===== src/rtl/uart_pkg.sv =====
// Shared UART definitions: FSM state encoding, oversampling constants and
// default frame format, shared by the receiver and the future transmitter.
// Build option: UART_RX_PARITY_EN widens the state enum to include PARITY.
package uart_pkg;

  localparam int OVERSAMPLE      = 16;
  localparam int MID_SAMPLE      = 7;
  localparam int DEFAULT_DBIT    = 8;
  localparam int DEFAULT_SB_TICK = 16;

`ifdef UART_RX_PARITY_EN
  typedef enum logic [2:0] {IDLE, START, DATA, PARITY, STOP} rx_state_t;
`else
  typedef enum logic [1:0] {IDLE, START, DATA, STOP} rx_state_t;
`endif

  function automatic int max_int(input int a, input int b);
    return (a > b) ? a : b;
  endfunction

endpackage


===== src/rtl/sync_2ff.sv =====
// Two-flop synchronizer for asynchronous inputs, one chain per bit, with a
// configurable reset value so idle-high lines come out of reset inactive.
module sync_2ff #(
  parameter int               WIDTH     = 1,
  parameter logic [WIDTH-1:0] RESET_VAL = '1
) (
  input  logic             clk,
  input  logic             reset,
  input  logic [WIDTH-1:0] d,
  output logic [WIDTH-1:0] q
);

  generate
    for (genvar gi = 0; gi < WIDTH; gi++) begin : g_bit
      logic meta_reg;
      logic sync_reg;

      // Two-stage capture of bit gi; first stage may go metastable.
      always_ff @(posedge clk) begin
        if (reset) begin
          meta_reg <= RESET_VAL[gi];
          sync_reg <= RESET_VAL[gi];
        end else begin
          meta_reg <= d[gi];
          sync_reg <= meta_reg;
        end
      end

      assign q[gi] = sync_reg;
    end
  endgenerate

endmodule


===== src/rtl/uart_rx_oversampler.sv =====
// UART receiver driven by a 16x oversampling tick. Validates the start bit at
// its centre, shifts data LSB first at bit centres, checks the stop bit and
// strobes rx_done_tick for one clk with dout/frame_err updated in that cycle.
// Build option: define UART_RX_PARITY_EN to add a parity bit (PARITY_ODD
// selects odd parity) and the parity_err output.
module uart_rx_oversampler
  import uart_pkg::*;
#(
  parameter int DBIT    = DEFAULT_DBIT,
  parameter int SB_TICK = DEFAULT_SB_TICK
`ifdef UART_RX_PARITY_EN
  , parameter bit PARITY_ODD = 1'b0
`endif
) (
  input  logic            clk,
  input  logic            reset,
  input  logic            rx,
  input  logic            s_tick,
  output logic [DBIT-1:0] dout,
  output logic            rx_done_tick,
  output logic            frame_err,
`ifdef UART_RX_PARITY_EN
  output logic            parity_err,
`endif
  output logic            busy
);

  localparam int SW = max_int(4, $clog2(SB_TICK));
  localparam int NW = max_int(1, $clog2(DBIT));

  localparam logic [SW-1:0] S_MID      = SW'(MID_SAMPLE);
  localparam logic [SW-1:0] S_BIT_END  = SW'(OVERSAMPLE - 1);
  localparam logic [SW-1:0] S_STOP_END = SW'(SB_TICK - 1);
  localparam logic [NW-1:0] N_LAST     = NW'(DBIT - 1);

  rx_state_t        state_reg;
  logic [SW-1:0]    s_reg;
  logic [NW-1:0]    n_reg;
  logic [DBIT-1:0]  b_reg;
  logic             rx_s;
`ifdef UART_RX_PARITY_EN
  logic             par_err_pend_reg;
`endif

  sync_2ff #(
    .WIDTH     (1),
    .RESET_VAL (1'b1)
  ) u_rx_sync (
    .clk   (clk),
    .reset (reset),
    .d     (rx),
    .q     (rx_s)
  );

  // Frame FSM; counters move only on s_tick, outputs are registered here.
  always_ff @(posedge clk) begin
    if (reset) begin
      state_reg    <= IDLE;
      s_reg        <= '0;
      n_reg        <= '0;
      b_reg        <= '0;
      dout         <= '0;
      rx_done_tick <= 1'b0;
      frame_err    <= 1'b0;
`ifdef UART_RX_PARITY_EN
      parity_err       <= 1'b0;
      par_err_pend_reg <= 1'b0;
`endif
    end else begin
      rx_done_tick <= 1'b0;
      case (state_reg)
        IDLE: begin
          if (!rx_s) begin
            state_reg <= START;
            s_reg     <= '0;
          end
        end
        START: begin
          if (s_tick) begin
            if (s_reg == S_MID) begin
              // A line back high at mid-start is a glitch, not a frame.
              if (!rx_s) begin
                state_reg <= DATA;
                s_reg     <= '0;
                n_reg     <= '0;
              end else begin
                state_reg <= IDLE;
              end
            end else begin
              s_reg <= s_reg + 1'b1;
            end
          end
        end
        DATA: begin
          if (s_tick) begin
            if (s_reg == S_BIT_END) begin
              b_reg <= {rx_s, b_reg[DBIT-1:1]};
              s_reg <= '0;
              if (n_reg == N_LAST) begin
`ifdef UART_RX_PARITY_EN
                state_reg <= PARITY;
`else
                state_reg <= STOP;
`endif
              end else begin
                n_reg <= n_reg + 1'b1;
              end
            end else begin
              s_reg <= s_reg + 1'b1;
            end
          end
        end
`ifdef UART_RX_PARITY_EN
        PARITY: begin
          if (s_tick) begin
            if (s_reg == S_BIT_END) begin
              // Error when the received bit differs from the computed parity.
              par_err_pend_reg <= rx_s ^ (^b_reg) ^ PARITY_ODD;
              s_reg            <= '0;
              state_reg        <= STOP;
            end else begin
              s_reg <= s_reg + 1'b1;
            end
          end
        end
`endif
        STOP: begin
          if (s_tick) begin
            if (s_reg == S_STOP_END) begin
              rx_done_tick <= 1'b1;
              dout         <= b_reg;
              frame_err    <= ~rx_s;
`ifdef UART_RX_PARITY_EN
              parity_err   <= par_err_pend_reg;
`endif
              s_reg        <= '0;
              state_reg    <= IDLE;
            end else begin
              s_reg <= s_reg + 1'b1;
            end
          end
        end
        default: state_reg <= IDLE;
      endcase
    end
  end

  assign busy = (state_reg != IDLE);

endmodule


===== config.mk =====
export PLATFORM = sky130hd
export DESIGN_NAME = uart_rx_oversampler
export DESIGN_NICKNAME = d
export VERILOG_FILES = /design/src/rtl/uart_pkg.sv /design/src/rtl/sync_2ff.sv /design/src/rtl/uart_rx_oversampler.sv
export SDC_FILE = /design/constraint.sdc
export NUM_CORES = 1
export LEC_CHECK = 0
export BUFFER_PORTS_ARGS = -buffer_cell sky130_fd_sc_hd__buf_2
export CORE_ASPECT_RATIO = 1.25
export CORE_MARGIN = 4
export CORE_UTILIZATION = 35
export CTS_CLUSTER_DIAMETER = 30
export CTS_CLUSTER_SIZE = 24
export DETAILED_ROUTE_END_ITERATION = 6
export PLACE_DENSITY = 0.55
export REMOVE_ABC_BUFFERS = 1
export SYNTH_ARGS = -nofsm -noshare
export SYNTH_HDL_FRONTEND = slang
export SYNTH_HIERARCHICAL = 1
export SYNTH_SLANG_ARGS = --single-unit

===== constraint.sdc =====
create_clock -name clk -period 4.6 [get_ports clk]
set_clock_uncertainty 0.1 [all_clocks]
set_input_delay 0.46 -clock clk [delete_from_list [all_inputs] [get_ports clk]]
set_output_delay 0.46 -clock clk [all_outputs]
set_load 0.005 [all_outputs]

==> reports/metrics.cfg <==
[outcome]
status=complete, no violations

[finish]
area_growth_pct=14.7
drive_gt1_share_pct=16.8
nNetsFinal=155
n_antenna_cell=0
nFillCells=352
fin_util_pct=41.7

[clock_tree]
cts-htree-levels=2
clkLatencyLatePin_ps=280
cts_root_buffer=clkbuf_8
ctsHoldBuffers=0
clockBufferDepth=2
path_clk_slew_ps=60
cts_setup_buffers=0
ctsResizeCount=0
cts.sinks=29
numCtsBuffers=5
tritoncts=yes

[worst_setup_path]
cp-end-kind=flop
cp_max_fo=11
worstPathRequired_ps=4710
worstPathArrival_ps=2210
critical_path.startpoint=s_reg[0]$_SDFFE_PP0P_
start_kind=flop
worstSetupPathType=flop to flop
r2r-start=s_reg[0]$_SDFFE_PP0P_
regToRegSetupSlack_ps=2500

[global_route]
antenna_found_initial=0
grt_pass1_vias=874
track_usage_pct=11.3
grt_pass1_wl_mm=3.83
gr-total-overflow=0
grt_max_degree=30

[routing]
remaining_drc_errors=0
ant_nets=0
drtIter0Drc=32
vias=946
dr_wl_met2_mm=1.09
post_drt_wl_per_cell_um=12.2
routed_wl_mm=2.29
met3WireLength_um=132
dr.max_layer_used=met4
drt_first_pass_iters=4
met1_length_mm=1.03
viasPerCell=5.03

[die]
die_h_um=75.3
design.die.area_um2=4650
start_util_pct=36.4
core_um2=3480
io_pins=15
die_x_um=61.8
num_rows=24

[timing]
hold_violations=0
finalSetupViolCount=0
final_max_slew_viol_count=0
hold_slack_ps=256
fin_setup_tns_ps=0
rsz0062_at_grt=no
max_slew_margin_pct=56.6
worst_pin_slew_ps=649
min_period_ps=2100
finalCritPeriodShare_pct=45.7
fin_ws_ps=2500
timing.fmax_ghz=0.476

[yosys]
netlist_area_um2=1270
yosys_warnings=6
yosysSeqAreaShare_pct=45.8
synthCells=136
synth-seq-cells=29
ys_types=39
syn_area_per_cell_um2=9.32

[power_and_ir_drop]
p_leak_nw=0.631
ir_drop_v=0.000267
powerDensity_nw_per_um2=373

[placed_design]
hpwl_mm=1.61
place_congestion=0.783
portBuffers=14
place_ws_ps=2450

[hold_path]
holdCritStartpoint=rx
hold_path_class=primary input to flop

[run]
max-cap-violations=0

[cells in the mapped netlist]
master | number | area share (%)
nor2b_1 | 1 | 0.49
o211a_1 | 1 | 0.79
xor2_1 | 1 | 0.69
and2b_2 | 1 | 0.69
buf_2 | 3 | 1.2
or2_0 | 1 | 0.49
and3_1 | 1 | 0.49
nor3b_1 | 1 | 0.59
a311oi_1 | 1 | 0.69
a22o_1 | 1 | 0.69
o2111ai_1 | 1 | 0.69
a21oi_1 | 9 | 3.6
a31oi_1 | 1 | 0.49
o21ai_2 | 1 | 0.69
dfxtp_1 | 29 | 46
clkbuf_1 | 3 | 0.89
ha_1 | 3 | 3.0
a32oi_1 | 1 | 0.69
inv_1 | 4 | 1.2
nor2b_2 | 1 | 0.69
a21o_2 | 1 | 0.69
nand2_1 | 7 | 2.1
or3b_1 | 1 | 0.69
buf_1 | 1 | 0.30
and4_1 | 1 | 0.69
a2bb2oi_1 | 1 | 0.69
o211ai_1 | 1 | 0.59
buf_6 | 1 | 0.89
nand4_1 | 2 | 0.99
nand3_1 | 2 | 0.79
nor3_1 | 1 | 0.39
mux2i_1 | 18 | 14
a22oi_1 | 1 | 0.59
or2_1 | 3 | 1.5
o21ai_0 | 5 | 2.0
buf_4 | 1 | 0.59
and3b_1 | 1 | 0.69
or3_1 | 2 | 0.99
nor2_1 | 21 | 6.2
[power by group]
group          switching [mW]  internal [mW]
registers             0.00207          0.253
logic                  0.0110        0.00617
clock network          0.0941          0.176
[routing by layer]
| metal | up-vias | global-route usage, % |
|---|---|---|
| met5 | - | 0 |
| met4 | 0 | 6.60 |
| met3 | 6 | 4.97 |
| met2 | 19 | 16.8 |
| met1 | 425 | 13.3 |
| li1 | 496 | - |
[per-stage QoR]
| stage | instance area, µm² | instances | power (mW) |
|---|---|---|---|
| 3_5_place_dp | 1340 | 180 | 0.278 |
| 6_report | 1450 | 188 | 0.543 |
| 5_1_grt | 1450 | 188 | 0.567 |
| 4_1_cts | 1450 | 188 | 0.552 |
| 3_3_place_gp | 1340 | 180 | 0.277 |
| 2_1_floorplan | 1220 | 127 | 0.269 |
[worst paths after layout]
path | endpoint | depth (start not counted)
setup / recovery | frame_err$_SDFFE_PP0P_ | 5
hold / removal | u_rx_sync/g_bit[0].meta_reg$_SDFF_PP1_ | 2
setup reg to reg | frame_err$_SDFFE_PP0P_ | 5
hold reg to reg | u_rx_sync/q$_SDFF_PP1_ | 1
[kinds of logic (layout without fill, tap and decap cells)]
kind of cell | after synthesis | after routing | synth area share [%]
compound gates | 25 | 25 | 12.8
xor+xnor | 1 | 1 | 0.691
fa+ha+maj | 3 | 3 | 2.96
buf+inv | 13 | 26 | 5.03
flops | 29 | 29 | 45.8
mux | 18 | 18 | 14.2
simple gates | 47 | 47 | 18.5
[critical path, stage by stage (launching register included)]
cell     delay [ps]
dfxtp_1         370
ha_1            260
and3_1          230
nand4_1         540
or2_0           410
a21oi_1         130
[layout make-up]
cell class | instances | area [µm²] | area share (%)
multi-input cells | 94 | 623 | 42.9
clock buffers | 7 | 86.3 | 5.94
repair buffers | 14 | 70.1 | 4.82
well taps | 39 | 48.8 | 3.36
clock inverters | 1 | 30.0 | 2.07
flip-flops and latches | 29 | 581 | 39.9
inverters | 4 | 15.0 | 1.03
[cells in the final DEF, fill, tap and decap left out, drive strengths merged, types with 2 or more instances in the layout]
| cell | netlist | layout |
|---|---|---|
| dfxtp | 29 | 29 |
| nor2 | 21 | 21 |
| mux2i | 18 | 18 |
| buf | 6 | 14 |
| a21oi | 9 | 9 |
| nand2 | 7 | 7 |
| clkbuf | 3 | 7 |
| o21ai | 6 | 6 |
| inv | 4 | 4 |
| or2 | 4 | 4 |
| ha | 3 | 3 |
| nand4 | 2 | 2 |
| nand3 | 2 | 2 |
| or3 | 2 | 2 |
| nor2b | 2 | 2 |
Power figures use the tool's default switching activity.
